### src/rtl/cpu_ctrl_pkg.sv
// Shared opcode constants, control-field encodings and the decoded control bundle
// used by the decode stage and its opcode lookup table.
package cpu_ctrl_pkg;

   localparam logic [5:0] OP_RTYPE = 6'b000000;
   localparam logic [5:0] OP_LW    = 6'b100011;
   localparam logic [5:0] OP_SW    = 6'b101011;
   localparam logic [5:0] OP_BEQ   = 6'b000100;
   localparam logic [5:0] OP_BNE   = 6'b000101;
   localparam logic [5:0] OP_BLE   = 6'b000111;
   localparam logic [5:0] OP_BLT   = 6'b000110;
   localparam logic [5:0] OP_ADDI  = 6'b001000;
   localparam logic [5:0] OP_LUI   = 6'b001111;
   localparam logic [5:0] OP_ORI   = 6'b001101;
   localparam logic [5:0] OP_J     = 6'b000010;
   localparam logic [5:0] OP_JAL   = 6'b000011;

   typedef enum logic [2:0] {
      ALU_ADD   = 3'b000,
      ALU_SUB   = 3'b001,
      ALU_FUNCT = 3'b010,
      ALU_LUI   = 3'b011,
      ALU_OR    = 3'b100
   } alu_op_e;

   typedef enum logic [1:0] {
      DST_RT  = 2'b00,
      DST_RD  = 2'b01,
      DST_R31 = 2'b10
   } reg_dst_e;

   typedef enum logic [1:0] {
      BR_EQ = 2'b00,
      BR_LE = 2'b01,
      BR_LT = 2'b10,
      BR_NE = 2'b11
   } branch_type_e;

   typedef enum logic [1:0] {
      WB_ALU = 2'b00,
      WB_MEM = 2'b01,
      WB_PC4 = 2'b11
   } mem_to_reg_e;

   typedef struct packed {
      alu_op_e      alu_op;
      logic         alu_src;
      logic         reg_write;
      reg_dst_e     reg_dst;
      logic         branch;
      branch_type_e branch_type;
      mem_to_reg_e  mem_to_reg;
      logic         mem_read;
      logic         mem_write;
      logic         jump;
   } ctrl_t;

   localparam ctrl_t CTRL_NOP = '0;

endpackage

### src/rtl/ctrl_lut.sv
// Combinational opcode-to-control table; unknown opcodes yield an all-zero bundle
// and raise illegal.
module ctrl_lut
   import cpu_ctrl_pkg::*;
#(
   parameter int OP_W       = 6,
   parameter bit EXT_BRANCH = 1'b1
) (
   input  logic [OP_W-1:0] op,
   output ctrl_t           ctrl,
   output logic            illegal
);

   always_comb begin
      ctrl    = CTRL_NOP;
      illegal = 1'b0;
      case (op)
         OP_RTYPE: begin
            ctrl.alu_op    = ALU_FUNCT;
            ctrl.reg_write = 1'b1;
            ctrl.reg_dst   = DST_RD;
         end
         OP_LW: begin
            ctrl.alu_src    = 1'b1;
            ctrl.reg_write  = 1'b1;
            ctrl.mem_to_reg = WB_MEM;
            ctrl.mem_read   = 1'b1;
         end
         OP_SW: begin
            ctrl.alu_src   = 1'b1;
            ctrl.mem_write = 1'b1;
         end
         OP_BEQ: begin
            ctrl.alu_op = ALU_SUB;
            ctrl.branch = 1'b1;
         end
         OP_BNE: begin
            ctrl.alu_op      = ALU_SUB;
            ctrl.branch      = 1'b1;
            ctrl.branch_type = BR_NE;
         end
         OP_BLE: begin
            if (EXT_BRANCH) begin
               ctrl.alu_op      = ALU_SUB;
               ctrl.branch      = 1'b1;
               ctrl.branch_type = BR_LE;
            end else begin
               illegal = 1'b1;
            end
         end
         OP_BLT: begin
            if (EXT_BRANCH) begin
               ctrl.alu_op      = ALU_SUB;
               ctrl.branch      = 1'b1;
               ctrl.branch_type = BR_LT;
            end else begin
               illegal = 1'b1;
            end
         end
         OP_ADDI: begin
            ctrl.alu_src   = 1'b1;
            ctrl.reg_write = 1'b1;
         end
         OP_LUI: begin
            ctrl.alu_op    = ALU_LUI;
            ctrl.alu_src   = 1'b1;
            ctrl.reg_write = 1'b1;
         end
         OP_ORI: begin
            ctrl.alu_op    = ALU_OR;
            ctrl.alu_src   = 1'b1;
            ctrl.reg_write = 1'b1;
         end
         OP_J: begin
            ctrl.jump = 1'b1;
         end
         OP_JAL: begin
            ctrl.reg_write  = 1'b1;
            ctrl.reg_dst    = DST_R31;
            ctrl.mem_to_reg = WB_PC4;
            ctrl.jump       = 1'b1;
         end
         default: illegal = 1'b1;
      endcase
   end

endmodule

### src/rtl/pipe_decoder.sv
// Single registered decode stage with valid/ready handshake, load-use bubble
// insertion, flush and a saturating stall counter.
module pipe_decoder
   import cpu_ctrl_pkg::*;
#(
   parameter int OP_W       = 6,
   parameter int REG_W      = 5,
   parameter int CNT_W      = 16,
   parameter bit EXT_BRANCH = 1'b1
) (
   input  logic             clk_i,
   input  logic             rst_i,
   input  logic             flush_i,
   input  logic [31:0]      instr_i,
   input  logic             in_valid_i,
   output logic             in_ready_o,
   output logic             out_valid_o,
   input  logic             out_ready_i,
   output logic             reg_write_o,
   output logic [2:0]       alu_op_o,
   output logic             alu_src_o,
   output logic [1:0]       reg_dst_o,
   output logic             branch_o,
   output logic [1:0]       branch_type_o,
   output logic             jump_o,
   output logic [1:0]       mem_to_reg_o,
   output logic             mem_read_o,
   output logic             mem_write_o,
   output logic             illegal_o,
   output logic [REG_W-1:0] dst_reg_o,
   output logic [CNT_W-1:0] stall_cnt_o
);

   // Handshake: a word moves in when in_valid_i && in_ready_o at a clk_i edge;
   // the held bundle leaves when out_valid_o && out_ready_i. in_ready_o is built
   // only from registered state, instr_i, out_ready_i and flush_i.

   logic [OP_W-1:0]  op;
   logic [REG_W-1:0] rs, rt, rd;
   logic             unused_imm;

   assign op         = instr_i[31 -: OP_W];
   assign rs         = instr_i[25 -: REG_W];
   assign rt         = instr_i[20 -: REG_W];
   assign rd         = instr_i[15 -: REG_W];
   assign unused_imm = ^instr_i[10:0];

   ctrl_t dec;
   logic  dec_illegal;

   ctrl_lut #(
      .OP_W       (OP_W),
      .EXT_BRANCH (EXT_BRANCH)
   ) u_lut (
      .op      (op),
      .ctrl    (dec),
      .illegal (dec_illegal)
   );

   logic [REG_W-1:0] dst_nxt;

   always_comb begin
      dst_nxt = rt;
      case (dec.reg_dst)
         DST_RD:  dst_nxt = rd;
         DST_R31: dst_nxt = REG_W'(31);
         default: dst_nxt = rt;
      endcase
   end

   ctrl_t            held;
   logic             out_valid_q;
   logic             illegal_q;
   logic [REG_W-1:0] dst_q;
   logic [CNT_W-1:0] stall_cnt_q;

   // Load-use: the held load's target is read by the incoming word. rt is only a
   // source for R-type, stores and branches; elsewhere it is a destination.
   logic uses_rt, hazard, advance, accept;

   assign uses_rt = (op == OP_RTYPE) || (op == OP_SW) || dec.branch;
   assign hazard  = out_valid_q && held.mem_read && (dst_q != '0) &&
                    ((dst_q == rs) || (uses_rt && (dst_q == rt)));
   assign advance    = !out_valid_q || out_ready_i;
   assign in_ready_o = advance && !hazard && !flush_i;
   assign accept     = in_valid_i && in_ready_o;

   always_ff @(posedge clk_i) begin
      if (rst_i) begin
         out_valid_q <= 1'b0;
         held        <= CTRL_NOP;
         illegal_q   <= 1'b0;
         dst_q       <= '0;
         stall_cnt_q <= '0;
      end else begin
         // Empty slots (bubble, flush, idle) load zeros so controls read 0.
         if (flush_i || advance) begin
            out_valid_q <= accept;
            held        <= accept ? dec : CTRL_NOP;
            illegal_q   <= accept && dec_illegal;
            dst_q       <= accept ? dst_nxt : '0;
         end
         if (!flush_i && out_ready_i && hazard && (stall_cnt_q != '1))
            stall_cnt_q <= stall_cnt_q + CNT_W'(1);
      end
   end

   assign out_valid_o   = out_valid_q;
   assign reg_write_o   = held.reg_write;
   assign alu_op_o      = held.alu_op;
   assign alu_src_o     = held.alu_src;
   assign reg_dst_o     = held.reg_dst;
   assign branch_o      = held.branch;
   assign branch_type_o = held.branch_type;
   assign jump_o        = held.jump;
   assign mem_to_reg_o  = held.mem_to_reg;
   assign mem_read_o    = held.mem_read;
   assign mem_write_o   = held.mem_write;
   assign illegal_o     = illegal_q;
   assign dst_reg_o     = dst_q;
   assign stall_cnt_o   = stall_cnt_q;

endmodule
### config.mk
export PLATFORM = sky130hd
export DESIGN_NAME = pipe_decoder
export DESIGN_NICKNAME = d
export VERILOG_FILES = /design/src/rtl/cpu_ctrl_pkg.sv /design/src/rtl/ctrl_lut.sv /design/src/rtl/pipe_decoder.sv
export SDC_FILE = /design/constraint.sdc
export NUM_CORES = 1
export LEC_CHECK = 0
export CAP_MARGIN = 20
export CORE_MARGIN = 2
export CORE_UTILIZATION = 35
export DETAILED_ROUTE_END_ITERATION = 6
export GPL_TIMING_DRIVEN = 0
export MAX_ROUTING_LAYER = met4
export PLACE_DENSITY = 0.77
export SKIP_CTS_REPAIR_TIMING = 1
export SLEW_MARGIN = 20
export SYNTH_ARGS = -nofsm -noshare
export SYNTH_HDL_FRONTEND = slang
export SYNTH_SLANG_ARGS = --single-unit
### constraint.sdc
create_clock -name clk_i -period 2.7 [get_ports clk_i]
set_input_delay 0.54 -clock clk_i [delete_from_list [all_inputs] [get_ports clk_i]]
set_output_delay 0.54 -clock clk_i [all_outputs]
set_load 0.02 [all_outputs]
==> impl_metrics.yaml <==
setup_path:
  worstRegToRegCells: 8
  crit_slowest_cell: "clkdlybuf4s50_1"
  crit_path_end_kind: "output port"
  path_cells: "clkdlybuf4s50_1, xnor2_1, nand4_1, a2111o_1, a21oi_2, nor3_1, clkbuf_2"
  reg2reg_from: "dst_reg_o[1]"
  timing.rr.end: "stall_cnt_o[6]"
  start_kind: "primary input"
  reg2reg_slack_ns: 0.29
  max_stage_delay_ns: 0.49
  crit_type: "in2out"
  critPathArrivalTime_ns: 2.04
  worstPathMaxFanout: 3
  crit_required_ns: 2.16
cts:
  ctsHtreeMaxLevel: 2
  cts_buffers: 5
  clk-insertion-delay-late_ns: 0.29
  root_buffer: "clkbuf_8"
  cts.clk_slew.worst_paths_ns: 0.08
  cts.sinks: 38
  clockBufferDepth: 2
  cts_tree: "yes"
job:
  drv_cap: 0
detailed_routing:
  dr.pass1.iters: 4
  postRouteAntennaNets: 0
  drtIter0Drc: 82
  viasPerCell: 5.32
  wl_per_cell_um: 13.7
  drc: 0
  num_vias: 2098
  wl_um: 5400
global_route:
  antenna_found_initial: 0
  grt_max_degree: 13
  grt_first_pass_wirelength_um: 8940
  grt_overflow: 0
  grt_use_total_pct: 18.0
  first_global_vias: 1880
timing:
  tightest_slew_ns: 0.471
  drv_slew: 0
  relSlewSlack_pct: 68.5
  fmax_mhz: 387
  fin_crit_sh_pct: 95.7
  finalSetupTns_ns: 0
  hold_viol: 0
  fin_crit_ns: 2.58
  rsz0062_at_grt: "no"
  finClkSkew_ns: 0.0122
  setup_viol: 0
floorplanning:
  io_pins: 76
  initial_core_util_pct: 36.3
  dieArea_um2: 6330
  die-width_um: 79.5
  core_area_um2: 5510
  die_h_um: 79.5
  rows: 27
pwr:
  switchingPower_w: 0.000263
  power.share.switching_pct: 24.1
  seqPwrFrac_pct: 52.2
  power_density_nw_per_um2: 392
  clkPwrFrac_pct: 37.1
  power.total_w: 0.00109
  power_frac_comb_pct: 10.8
  irDropWorstVdd_uv: 279
  power_leakage_nw: 0.927
  p_int_w: 0.000829
yosys:
  synth_edf_count: 0
  synth-async-reset-ratio_pct: 0
  yosysWarnings: 0
  netlist_area_um2: 2000
  syn_inst: 254
  yosysUniqueCellTypes: 39
  synth_flop_cell: "dfxtp_1"
  synth-seq-area-share_pct: 38.1
  synth.avg_cell_area_um2: 7.86
  ys_ff_latch: 38
  syn_nets: 295
layout:
  drive_gt1_share_pct: 5.90
  n_antenna_cell: 0
  fill_cells: 537
  multi_input_area_um2: 1140
  nets: 362
  areaGrowthSynthToFinish_pct: 39.6
  regArea_um2: 761
worst_hold_path:
  worstHoldEndpoint: "branch_o"
  hold_depth: 2
  hold_start: "branch_o"
  worstHoldPathType: "reg2reg"
placed_design:
  numPortBuffers: 60
  dp_hpwl_um: 4110
  place.gp.congestion: 0.888
run_status:
  status: "finished clean"
[kinds of logic (layout without fill, tap and decap cells)]
kind of cell / after synthesis / in the layout / synth area share (%)
DFF: 38 / 38 / 38.1
xor gates and xnor gates: 11 / 11 / 4.82
buffers and inverters: 21 / 89 / 4.95
AOI/OAI and AO/OA: 74 / 74 / 22.4
muxes: 3 / 3 / 1.63
and+or+nand+nor: 103 / 103 / 25.6
adders and majority gates: 4 / 4 / 2.51
[through the flow]
| step | area, um^2 | hold WS [ns] | instances | utilization, % | setup WS, ns |
|---|---|---|---|---|---|
| after CTS | 2780 | 0.465 | 394 | 50.5 | -0.594 |
| after global routing | 2790 | 0.484 | 394 | 50.6 | 0.0137 |
| after detailed placement | 2690 | 0.447 | 386 | 48.8 | -0.593 |
| after floorplan | 2000 | 0.529 | 254 | - | 0.277 |
| after global placement | 2690 | 0.444 | 386 | 48.8 | -0.569 |
| final | 2790 | 0.457 | 394 | 50.6 | 0.117 |
[worst max-delay path: cells and delay by family]
| kind | cells | cell delay [ns] |
|---|---|---|
| compound gates | 2 | 0.52 |
| simple gates | 2 | 0.21 |
| buf+inv | 2 | 0.66 |
| xor+xnor | 1 | 0.12 |
[sequential cells by signal, indices dropped and copies added, names as in the netlist]
name	flops
branch_o	1
mem_to_reg_o	2
jump_o	1
alu_src_o	1
mem_write_o	1
mem_read_o	1
stall_cnt_o	16
illegal_o	1
out_valid_o	1
alu_op_o	3
reg_write_o	1
branch_type_o	2
reg_dst_o	2
dst_reg_o	5
[power by group through the flow]
stage | combinational (W) | sequential [W] | clock [W]
3_3_place_gp | 0.000117 | 0.000583 | 0
5_1_grt | 0.000129 | 0.000571 | 0.000446
6_report | 0.000118 | 0.000570 | 0.000405
2_1_floorplan | 0.0000533 | 0.000587 | 0
3_5_place_dp | 0.000118 | 0.000583 | 0
4_1_cts | 0.000119 | 0.000570 | 0.000422
[Yosys cell counts, types with 2 or more instances]
cell type  count  area share (%)
or4_1         12             4.5
nand3_1       11             2.8
nand4_1        4             1.3
inv_1          7             1.3
nand2_1       39             7.3
and3_1         3            0.94
nor4_1         2            0.63
buf_6          2             1.1
dfxtp_1       38              38
ha_1           4             2.5
nor2b_1        3            0.94
xor2_1         4             1.8
xnor2_1        7             3.1
a21oi_1       24             6.0
o31ai_1       17             6.4
clkbuf_1       9             1.7
nor2_1        14             2.6
nand2b_1       3            0.94
nor3_1         5             1.3
o21ai_0       24             6.0
or3_1          4             1.3
[cells in the final DEF, fill, tap and decap left out, types with 8 or more instances in the layout]
cell type	instances
nor2_1	14
dfxtp_1	38
clkdlybuf4s50_1	57
o21ai_0	24
a21oi_1	23
o31ai_1	17
nand2_1	39
clkbuf_1	8
or4_1	12
nand3_1	11
[layer usage]
metal	track usage, %	part of all wire [%]
met5	-	0
met4	3.62	0.50
met3	4.07	5.6
met2	29.9	49
met1	22.5	45
[final cells by class]
cell class	instances	share of cell area (%)
Sequential cell	38	27.3
Clock inverter	2	0.449
Buffer	14	2.65
Timing Repair Buffer	60	21.5
Inverter	7	0.943
Clock buffer	6	2.96
Tap cell	72	3.23
Multi-Input combinational cell	195	40.9
[worst max path at each step]
stage | from | endpoint | slack [ns] | cells past startpoint
after floorplan | instr_i[31] | stall_cnt_o[5] | 0.28 | 8
after global placement | instr_i[26] | in_ready_o | -0.57 | 7
after detailed placement | instr_i[26] | in_ready_o | -0.59 | 7
after CTS | instr_i[26] | in_ready_o | -0.59 | 7
after global routing | instr_i[16] | in_ready_o | 0.01 | 7
final | instr_i[17] | in_ready_o | 0.12 | 7
Power figures use the tool's default switching activity.
